[src/rtl/dcsk_tx_ctrl.sv]
// dcsk_tx_ctrl: DCSK chip modulator (reference half-bit then data-keyed copy); define DCSK_TX_FRAME_CNT_EN to add Frame_Cnt
module dcsk_tx_ctrl (
  input  logic        Clk,
  input  logic        N_Rst,
  input  logic        Tx_En,
  input  logic [4:0]  Spread_Factor,
  input  logic [31:0] Data_In,
  input  logic        Data_Load,
  input  logic        Chaos_Chip,
  output logic        Data_Ready,
  output logic        Chaos_Req,
  output logic        Tx_Chip,
  output logic        Tx_Valid,
  output logic        Busy,
  output logic        Frame_Done
`ifdef DCSK_TX_FRAME_CNT_EN
  ,
  output logic [7:0]  Frame_Cnt
`endif
);
  typedef enum logic [1:0] {IDLE, REF_PHASE, INFO_PHASE} state_t;
  state_t      state;
  logic [31:0] hold, active;
  logic        hold_full;
  logic [15:0] delay;
  logic [3:0]  addr, sf_m1, sf_in_m1;
  logic [4:0]  bit_idx;
  logic        half_end, frame_end;
  // Clamp requested SF to 2..16, held as SF-1 so it compares directly with the 4-bit chip address
  always_comb begin
    sf_in_m1 = Spread_Factor < 5'd2 ? 4'd1 : Spread_Factor > 5'd16 ? 4'd15 : 4'(Spread_Factor - 5'd1);
    half_end = addr == sf_m1;
    frame_end = state == INFO_PHASE && Tx_En && half_end && bit_idx == 5'd31;
  end
  assign Data_Ready = !hold_full;
  assign Chaos_Req = state == REF_PHASE;
  assign Busy = state != IDLE;
  // Sequencer: hold/active word handling, reference capture and info chip generation
  always_ff @(posedge Clk or negedge N_Rst)
    if (!N_Rst) begin
      state <= IDLE;
      hold <= '0;
      hold_full <= 1'b0;
      active <= '0;
      delay <= '0;
      addr <= '0;
      sf_m1 <= 4'd1;
      bit_idx <= '0;
      Tx_Chip <= 1'b0;
      Tx_Valid <= 1'b0;
      Frame_Done <= 1'b0;
    end else begin
      if (Data_Load && !hold_full) begin
        hold <= Data_In;
        hold_full <= 1'b1;
      end
      Tx_Chip <= 1'b0;
      Tx_Valid <= 1'b0;
      Frame_Done <= 1'b0;
      if (state != IDLE && !Tx_En) begin
        state <= IDLE;
        active <= '0;
        addr <= '0;
        bit_idx <= '0;
      end else
        case (state)
          IDLE:
            if (Tx_En && hold_full) begin
              state <= REF_PHASE;
              active <= hold;
              hold_full <= 1'b0;
              addr <= '0;
              bit_idx <= '0;
              sf_m1 <= sf_in_m1;
            end
          REF_PHASE: begin
            delay[addr] <= Chaos_Chip;
            Tx_Chip <= Chaos_Chip;
            Tx_Valid <= 1'b1;
            addr <= half_end ? 4'd0 : addr + 4'd1;
            if (half_end) state <= INFO_PHASE;
          end
          INFO_PHASE: begin
            Tx_Chip <= ~(delay[addr] ^ active[bit_idx]);
            Tx_Valid <= 1'b1;
            addr <= half_end ? 4'd0 : addr + 4'd1;
            if (half_end && bit_idx != 5'd31) begin
              bit_idx <= bit_idx + 5'd1;
              state <= REF_PHASE;
              sf_m1 <= sf_in_m1;
            end else if (half_end) begin
              Frame_Done <= 1'b1;
              bit_idx <= '0;
              state <= hold_full ? REF_PHASE : IDLE;
              active <= hold_full ? hold : '0;
              hold_full <= 1'b0;
              sf_m1 <= sf_in_m1;
            end
          end
          default: state <= IDLE;
        endcase
    end
`ifdef DCSK_TX_FRAME_CNT_EN
  // Completed-frame counter, wraps naturally at 8 bits
  always_ff @(posedge Clk or negedge N_Rst)
    if (!N_Rst) Frame_Cnt <= '0;
    else if (frame_end) Frame_Cnt <= Frame_Cnt + 8'd1;
`endif
endmodule

[config.mk]
export PLATFORM = sky130hd
export DESIGN_NAME = dcsk_tx_ctrl
export DESIGN_NICKNAME = d
export VERILOG_FILES = /design/src/rtl/dcsk_tx_ctrl.sv
export SDC_FILE = /design/constraint.sdc
export NUM_CORES = 1
export LEC_CHECK = 0
export ABC_AREA = 1
export CAP_MARGIN = 20
export CORE_MARGIN = 2
export CORE_UTILIZATION = 50
export DETAILED_ROUTE_END_ITERATION = 16
export GPL_ROUTABILITY_DRIVEN = 0
export HOLD_SLACK_MARGIN = 0.02
export PLACE_DENSITY = 0.71
export REMOVE_ABC_BUFFERS = 1
export SETUP_SLACK_MARGIN = 0.1
export SYNTH_ARGS = -nofsm -noshare
export SYNTH_HDL_FRONTEND = slang
export SYNTH_SLANG_ARGS = --single-unit
[constraint.sdc]
create_clock -name Clk -period 2.4 [get_ports Clk]
set_input_delay 0.36 -clock Clk [delete_from_list [all_inputs] [get_ports Clk]]
set_output_delay 0.36 -clock Clk [all_outputs]
set_load 0.005 [all_outputs]
Word level (Yosys, flattened, before mapping) --
Cells that the tools add are included.
Word-level totals: output and inout port bits 6, logic and storage cells 101, bits of input ports 42, flip-flop bits (word level) 99
Cells by class: eq/ne operators 11, add/sub/neg operators 3, bitwise operators 3, muxes and demuxes 49, reduce and logical (&&, ||, !) cells 19, magnitude comparators 5
Operators with widths (number):
- 2-to-1 mux 32 bit | 5
- one-hot mux 32 bit (2 select lines) | 1
- 2-to-1 mux 4 bit | 8
- 2-to-1 mux 5 bit | 4
- bitwise mux 16 bit | 1
- 2-to-1 mux 1 bit | 16
- one-hot mux 4 bit (2 select lines) | 2
- 2-to-1 mux 2 bit | 5
- one-hot mux 5 bit (2 select lines) | 1
- AND reduction 4 bit | 2
- < comparator 5 x 6 -> 1 bit (second input constant) | 1
- inequality test 3 x 2 -> 1 bit (second input constant) | 2
- inequality test 3 bit (second input constant) | 2
- one-hot mux 2 bit (3 select lines) | 1
- AND reduction 3 bit | 2
- nonzero test 3 bit | 2
- adder 5 x 1 -> 5 bit (second input constant) | 1
- binary-select mux 1 bit (select 5 bit) | 1
- > comparator 5 bit (second input constant) | 1
- logical AND 1 bit | 5
- < comparator 4 x 5 -> 1 bit (second input constant) | 1
- < comparator 5 x 2 -> 1 bit (second input constant) | 1
- inequality test 5 bit (second input constant) | 1
- adder 4 x 1 -> 4 bit (second input constant) | 1
- other kinds (18) | 23

Logic depth before layout (Yosys ltp) --
Gate-level depths: netlist of the first run.
word-level depth 7, depth in mapped cells 14, depth with buffers taken out 11

Least setup slack after synthesis of the first run --
No wires, ideal clock.
path kind reg2reg, from register state[0], to register active[16], data arrival time 1726 ps, data required time 2270 ps, path buffers 2, slack 544 ps, clock period less this slack 1856 ps, stages on the path, launching flop included 13, library setup time 130 ps, cells stage by stage dfrtp_1 -> inv_1 -> ha_1 -> nor2_1 -> inv_1 -> nand3_2 -> nand2_4 -> clkinv_4 -> nand2_2 -> buf_6 -> buf_6 -> nand2_1 -> o21ai_0
On the way: longest elaborated chain between the ends 4, elaborated cells between the ends (all ways) 11, those cells by class 4 x eq/ne; 2 x mux; 5 x reduce/logical
RTL lines:
- start, declared | line 22 | state_t state;
- start signal, assigned | line 94 | state <= hold_full ? REF_PHASE : IDLE;
- nonzero test 2 bit | line 60 | if (state != IDLE && !Tx_En) begin
- logical AND 1 bit | line 60
- inequality test 3 bit (no source line) (tied with other cells)
- AND reduction 4 bit (no source line)
- end signal, assigned | line 70 | active <= hold;
- end signal, assigned | line 95 | active <= hold_full ? hold : '0;
- end, declared | line 23 | logic [31:0] hold, active;
Parallel ways exist; a longest one is shown, timed or not. A chain may end at the register's enable or synchronous reset.

Worst setup path in the final report of the first run --
from register state[0], to output port Busy
On the way: longest elaborated chain between the ends 1
RTL lines:
- nonzero test 2 bit | line 37 | assign Busy = state != IDLE;
- end, declared | line 14 | output logic Busy,
No other way between the ends.

==> impl_summary.log, run 1 <==
[metrics] worst ir drop on vdd: 0.687 mV
[metrics] clock latency on the worst-skew pair: 0.38 ns
[metrics] share of total power in the clock network: 0.193
[metrics] P_sw: 0.00243 W
[metrics] maximum level of the CTS H-tree: 3
[metrics] fraction of the yosys area taken by sequential cells: 0.513
[metrics] Setup violations, final: 0
[metrics] total DRC errors in the routed layout: 0
[metrics] clock input transition at the sequential cells of the worst setup and hold paths: 0.09 ns
[metrics] worst-case clock skew: 0.0133 ns
[metrics] fin crit period: 2.15 ns
[metrics] Post-Syn Area: 4830 um2
[metrics] worst-path cell chain: inv_1 -> ha_1 -> inv_1 -> clkdlybuf4s50_1
[metrics] count of final hold-check violations: 0
[metrics] critical path class: reg -> out
[metrics] dominant cells by area after synthesis: sky130_fd_sc_hd__dfrtp_1, sky130_fd_sc_hd__nand2_1, sky130_fd_sc_hd__mux2_2, sky130_fd_sc_hd__nand3_1, sky130_fd_sc_hd__o21ai_0
[metrics] setup repair after global routing missed its margin: false
[metrics] worst hold-check path type: in -> async
[metrics] number of antenna violations at the first check in global routing: 0
[metrics] routed length on met2: 4.49 mm
[metrics] switching share of power: 0.371
[metrics] Initial Util: 0.518
[metrics] Max-slew headroom: 0.646
[metrics] TritonCTS buffer count: 9
[metrics] total die area: 10500 um2
[metrics] result of the run: finished, final reports clean
[metrics] number of synthesized flops with an enable pin: 0
[metrics] #FFs+latches synth: 99
[metrics] Netlist cell types: 34
[metrics] first-iteration detailed-routing DRC count: 183
[metrics] setup TNS after final layout: 0 ns
[metrics] uppermost routed layer: met4
[metrics] final worst path period share: 0.896
[metrics] achievable clock frequency: 465 MHz
[metrics] required arrival time at the worst endpoint: 2.04 ns
[metrics] highest fanout seen on the critical path: 4
[metrics] via count: 3631
[metrics] FILL cells: 813
[metrics] global-route usage over all layers: 0.186
[metrics] detailed placement HPWL: 6.27 mm
[metrics] Register-to-Register Path Depth: 8
[metrics] power share of the sequential group: 0.416
[metrics] largest net degree at the start of global routing: 100
[metrics] number of vias per cell after detailed routing: 5.14
[metrics] Main synth FF type: sky130_fd_sc_hd__dfrtp_1
[metrics] count of clock tree sinks: 99
[metrics] cell accounting for the most synthesized area: sky130_fd_sc_hd__dfrtp_1
[metrics] number of cells after detailed placement: 690
[metrics] wire length of the first global-routing pass: 15.3 mm
[metrics] First-pass DRT Iterations: 4
[metrics] post-route met1 wirelength: 4.03 mm
[metrics] overall routed net length: 8.94 mm
[metrics] post-layout net count: 626
[metrics] cell chosen for the clock root: sky130_fd_sc_hd__clkbuf_8
[metrics] PortBufs: 47
[metrics] core footprint: 9330 um2
[metrics] Routed WL per cell: 12.7 um
[metrics] number of global-route vias before repair: 3505
[metrics] CP Launch Type: register
[metrics] slowest cell on the critical path: sky130_fd_sc_hd__clkdlybuf4s50_1
[metrics] Clock Tree Buf Depth: 2
[metrics] total power after layout: 0.00654 W
[metrics] sum of met3 wire segment lengths after detailed routing: 357 um
[metrics] post-route non-filler standard cell count: 706
[metrics] delay contributed by the slowest stage of the critical path: 0.51 ns
[metrics] worst slew pin tran: 0.529 ns
[metrics] share of synthesized registers carrying an async set or reset: 1.00
[metrics] pwr dens: 1160 nW/um2
[metrics] max-cap check violation count: 0
[metrics] Comb power frac: 0.391
[metrics] critical path arrival: 1.79 ns
[metrics] Static Leakage: 2.61 nW
[metrics] synthesized instance count: 528
[metrics] internal power summed over all cells: 0.00411 W
[metrics] proportion of layout cells with a drive suffix above 1: 0.140
[metrics] number of antenna repair diodes: 0
[metrics] number of pins exceeding their max-slew limit in the final report: 0
[metrics] TritonCTS clock tree: built
[metrics] Synth top area share: 0.508
[metrics] x dimension of the die: 102 um
[metrics] total I/O pin count: 48
[metrics] die height: 102 um
[metrics] area added between synthesis and finish: 16.6%
[metrics] Yosys warning total: 0
[metrics] most used cell along the critical path: sky130_fd_sc_hd__inv_1
[metrics] type of element capturing the critical path: output port
[metrics] Post-Synthesis Mean Instance Area: 9.15 um2
[metrics] core utilization of the finished layout: 0.604
[metrics] remaining antenna violation count: 0
[metrics] global route overflow: 0
[metrics] Std-Cell Rows: 35
-- routing by layer --
layer | global-route usage | up-vias
met5 | 0 | -
met4 | 0.0492 | 0
met3 | 0.0616 | 7
met2 | 0.319 | 60
met1 | 0.227 | 1735
li1 | - | 1829
-- power groups by stage --
| stage | combinational (W) | clock (W) | sequential (W) |
|---|---|---|---|
| final | 0.00255 | 0.00126 | 0.00272 |
| after global placement | 0.00247 | 0 | 0.00274 |
| after CTS | 0.00258 | 0.00130 | 0.00273 |
| after global routing | 0.00295 | 0.00137 | 0.00282 |
| after floorplan | 0.00191 | 0 | 0.00265 |
| after detailed placement | 0.00257 | 0 | 0.00276 |
-- cells in the mapped netlist, types with 5 or more instances --
cell	n
sky130_fd_sc_hd__buf_6	6
sky130_fd_sc_hd__mux2_2	32
sky130_fd_sc_hd__o21ai_0	35
sky130_fd_sc_hd__dfrtp_1	98
sky130_fd_sc_hd__ha_1	12
sky130_fd_sc_hd__nor2_1	37
sky130_fd_sc_hd__clkbuf_1	5
sky130_fd_sc_hd__o21ai_2	13
sky130_fd_sc_hd__inv_1	32
sky130_fd_sc_hd__nand2_1	138
sky130_fd_sc_hd__a31oi_1	17
sky130_fd_sc_hd__xor2_1	6
sky130_fd_sc_hd__a21oi_1	24
sky130_fd_sc_hd__nand3_1	37
-- cell type report --
cell class	instances	area (um2)	area share
flip-flops and latches	99	2480	0.440
multi-input cells	369	2050	0.364
repair buffers	57	559	0.0992
well taps	129	161	0.0286
clock buffers	11	151	0.0269
inverters	36	140	0.0249
clock inverters	5	91.3	0.0162
-- worst max-delay path, delay by kind of cell, from the launching register on --
kind	cells	cell delay [ns]
buffers and inverters	3	0.73
DFF	1	0.42
adders and majority gates	1	0.27
-- what timing repair did --
action                                  in CTS  in global routing
setup buffers                                0                  0
endpoints found under the setup margin       0                 37
gates resized for setup                      0                  3
hold buffers                                 0                  0
-- sequential cells by signal, indices dropped and copies added, names as in the netlist --
register	cells
Tx_Valid	1
sf_m1	4
active	32
Tx_Chip	1
hold_full	1
hold	32
addr	4
Frame_Done	1
delay	16
state	2
bit_idx	5
-- placed cells by master, fill, tap and decap left out, types with 4 or more instances in the layout --
cell | Yosys | layout
sky130_fd_sc_hd__o21ai_0 | 35 | 35
sky130_fd_sc_hd__dfrtp_1 | 98 | 98
sky130_fd_sc_hd__a21oi_1 | 24 | 23
sky130_fd_sc_hd__clkdlybuf4s50_1 | 0 | 46
sky130_fd_sc_hd__nand2_1 | 138 | 138
sky130_fd_sc_hd__xor2_1 | 6 | 6
sky130_fd_sc_hd__mux2_2 | 32 | 32
sky130_fd_sc_hd__ha_1 | 12 | 12
sky130_fd_sc_hd__o21ai_2 | 13 | 13
sky130_fd_sc_hd__buf_4 | 3 | 9
sky130_fd_sc_hd__a31oi_1 | 17 | 17
sky130_fd_sc_hd__clkbuf_8 | 0 | 11
sky130_fd_sc_hd__inv_1 | 32 | 32
sky130_fd_sc_hd__nor2_1 | 37 | 36
sky130_fd_sc_hd__nand3_1 | 37 | 37
sky130_fd_sc_hd__nor3_1 | 4 | 4
-- worst paths after layout --
check | slack [ns] | startpoint | end
worst min register to register | 0.49 | active[11] | active[11]
worst min-delay path | 0.01 | N_Rst | sf_m1[2]
min in group Clk | 0.49 | active[11] | active[11]
max in group asynchronous | 1.97 | N_Rst | delay[10]
worst max-delay path | 0.25 | state[0] | Busy
worst max register to register | 0.32 | state[1] | delay[15]
-- through the flow --
stage          worst slack [ns]  hold slack, ns  area, um2
2_1_floorplan            0.0531          0.0644       4670
3_3_place_gp              0.211           0.457       5390
3_5_place_dp              0.128           0.462       5390
4_1_cts                   0.212          0.0434       5630
5_1_grt                   0.107          0.0507       5640
6_report                  0.249          0.0111       5640
-- kinds of logic (layout without fill, tap and decap cells) --
group                    count (synthesis)  after routing  synth area share
adder cells (fa/ha/maj)                 12             12            0.0311
AND/OR/NAND/NOR                        222            222             0.189
multiplexers                            32             32            0.0746
XOR/XNOR                                 6              6            0.0109
flip-flops                              99             99             0.513
AO/OA/AOI/OAI                           97             97             0.118
buffers and inverters                   60            109            0.0632
(Power assumes the default switching activity.)
==> inputs of run 2 (changes only) <==
- CTS_CLUSTER_DIAMETER: not set -> 60
- SKIP_CTS_REPAIR_TIMING: not set -> 1
==> results of run 2 <==
Same layout as run 1: the final DEF is identical, and so are final timing and power.
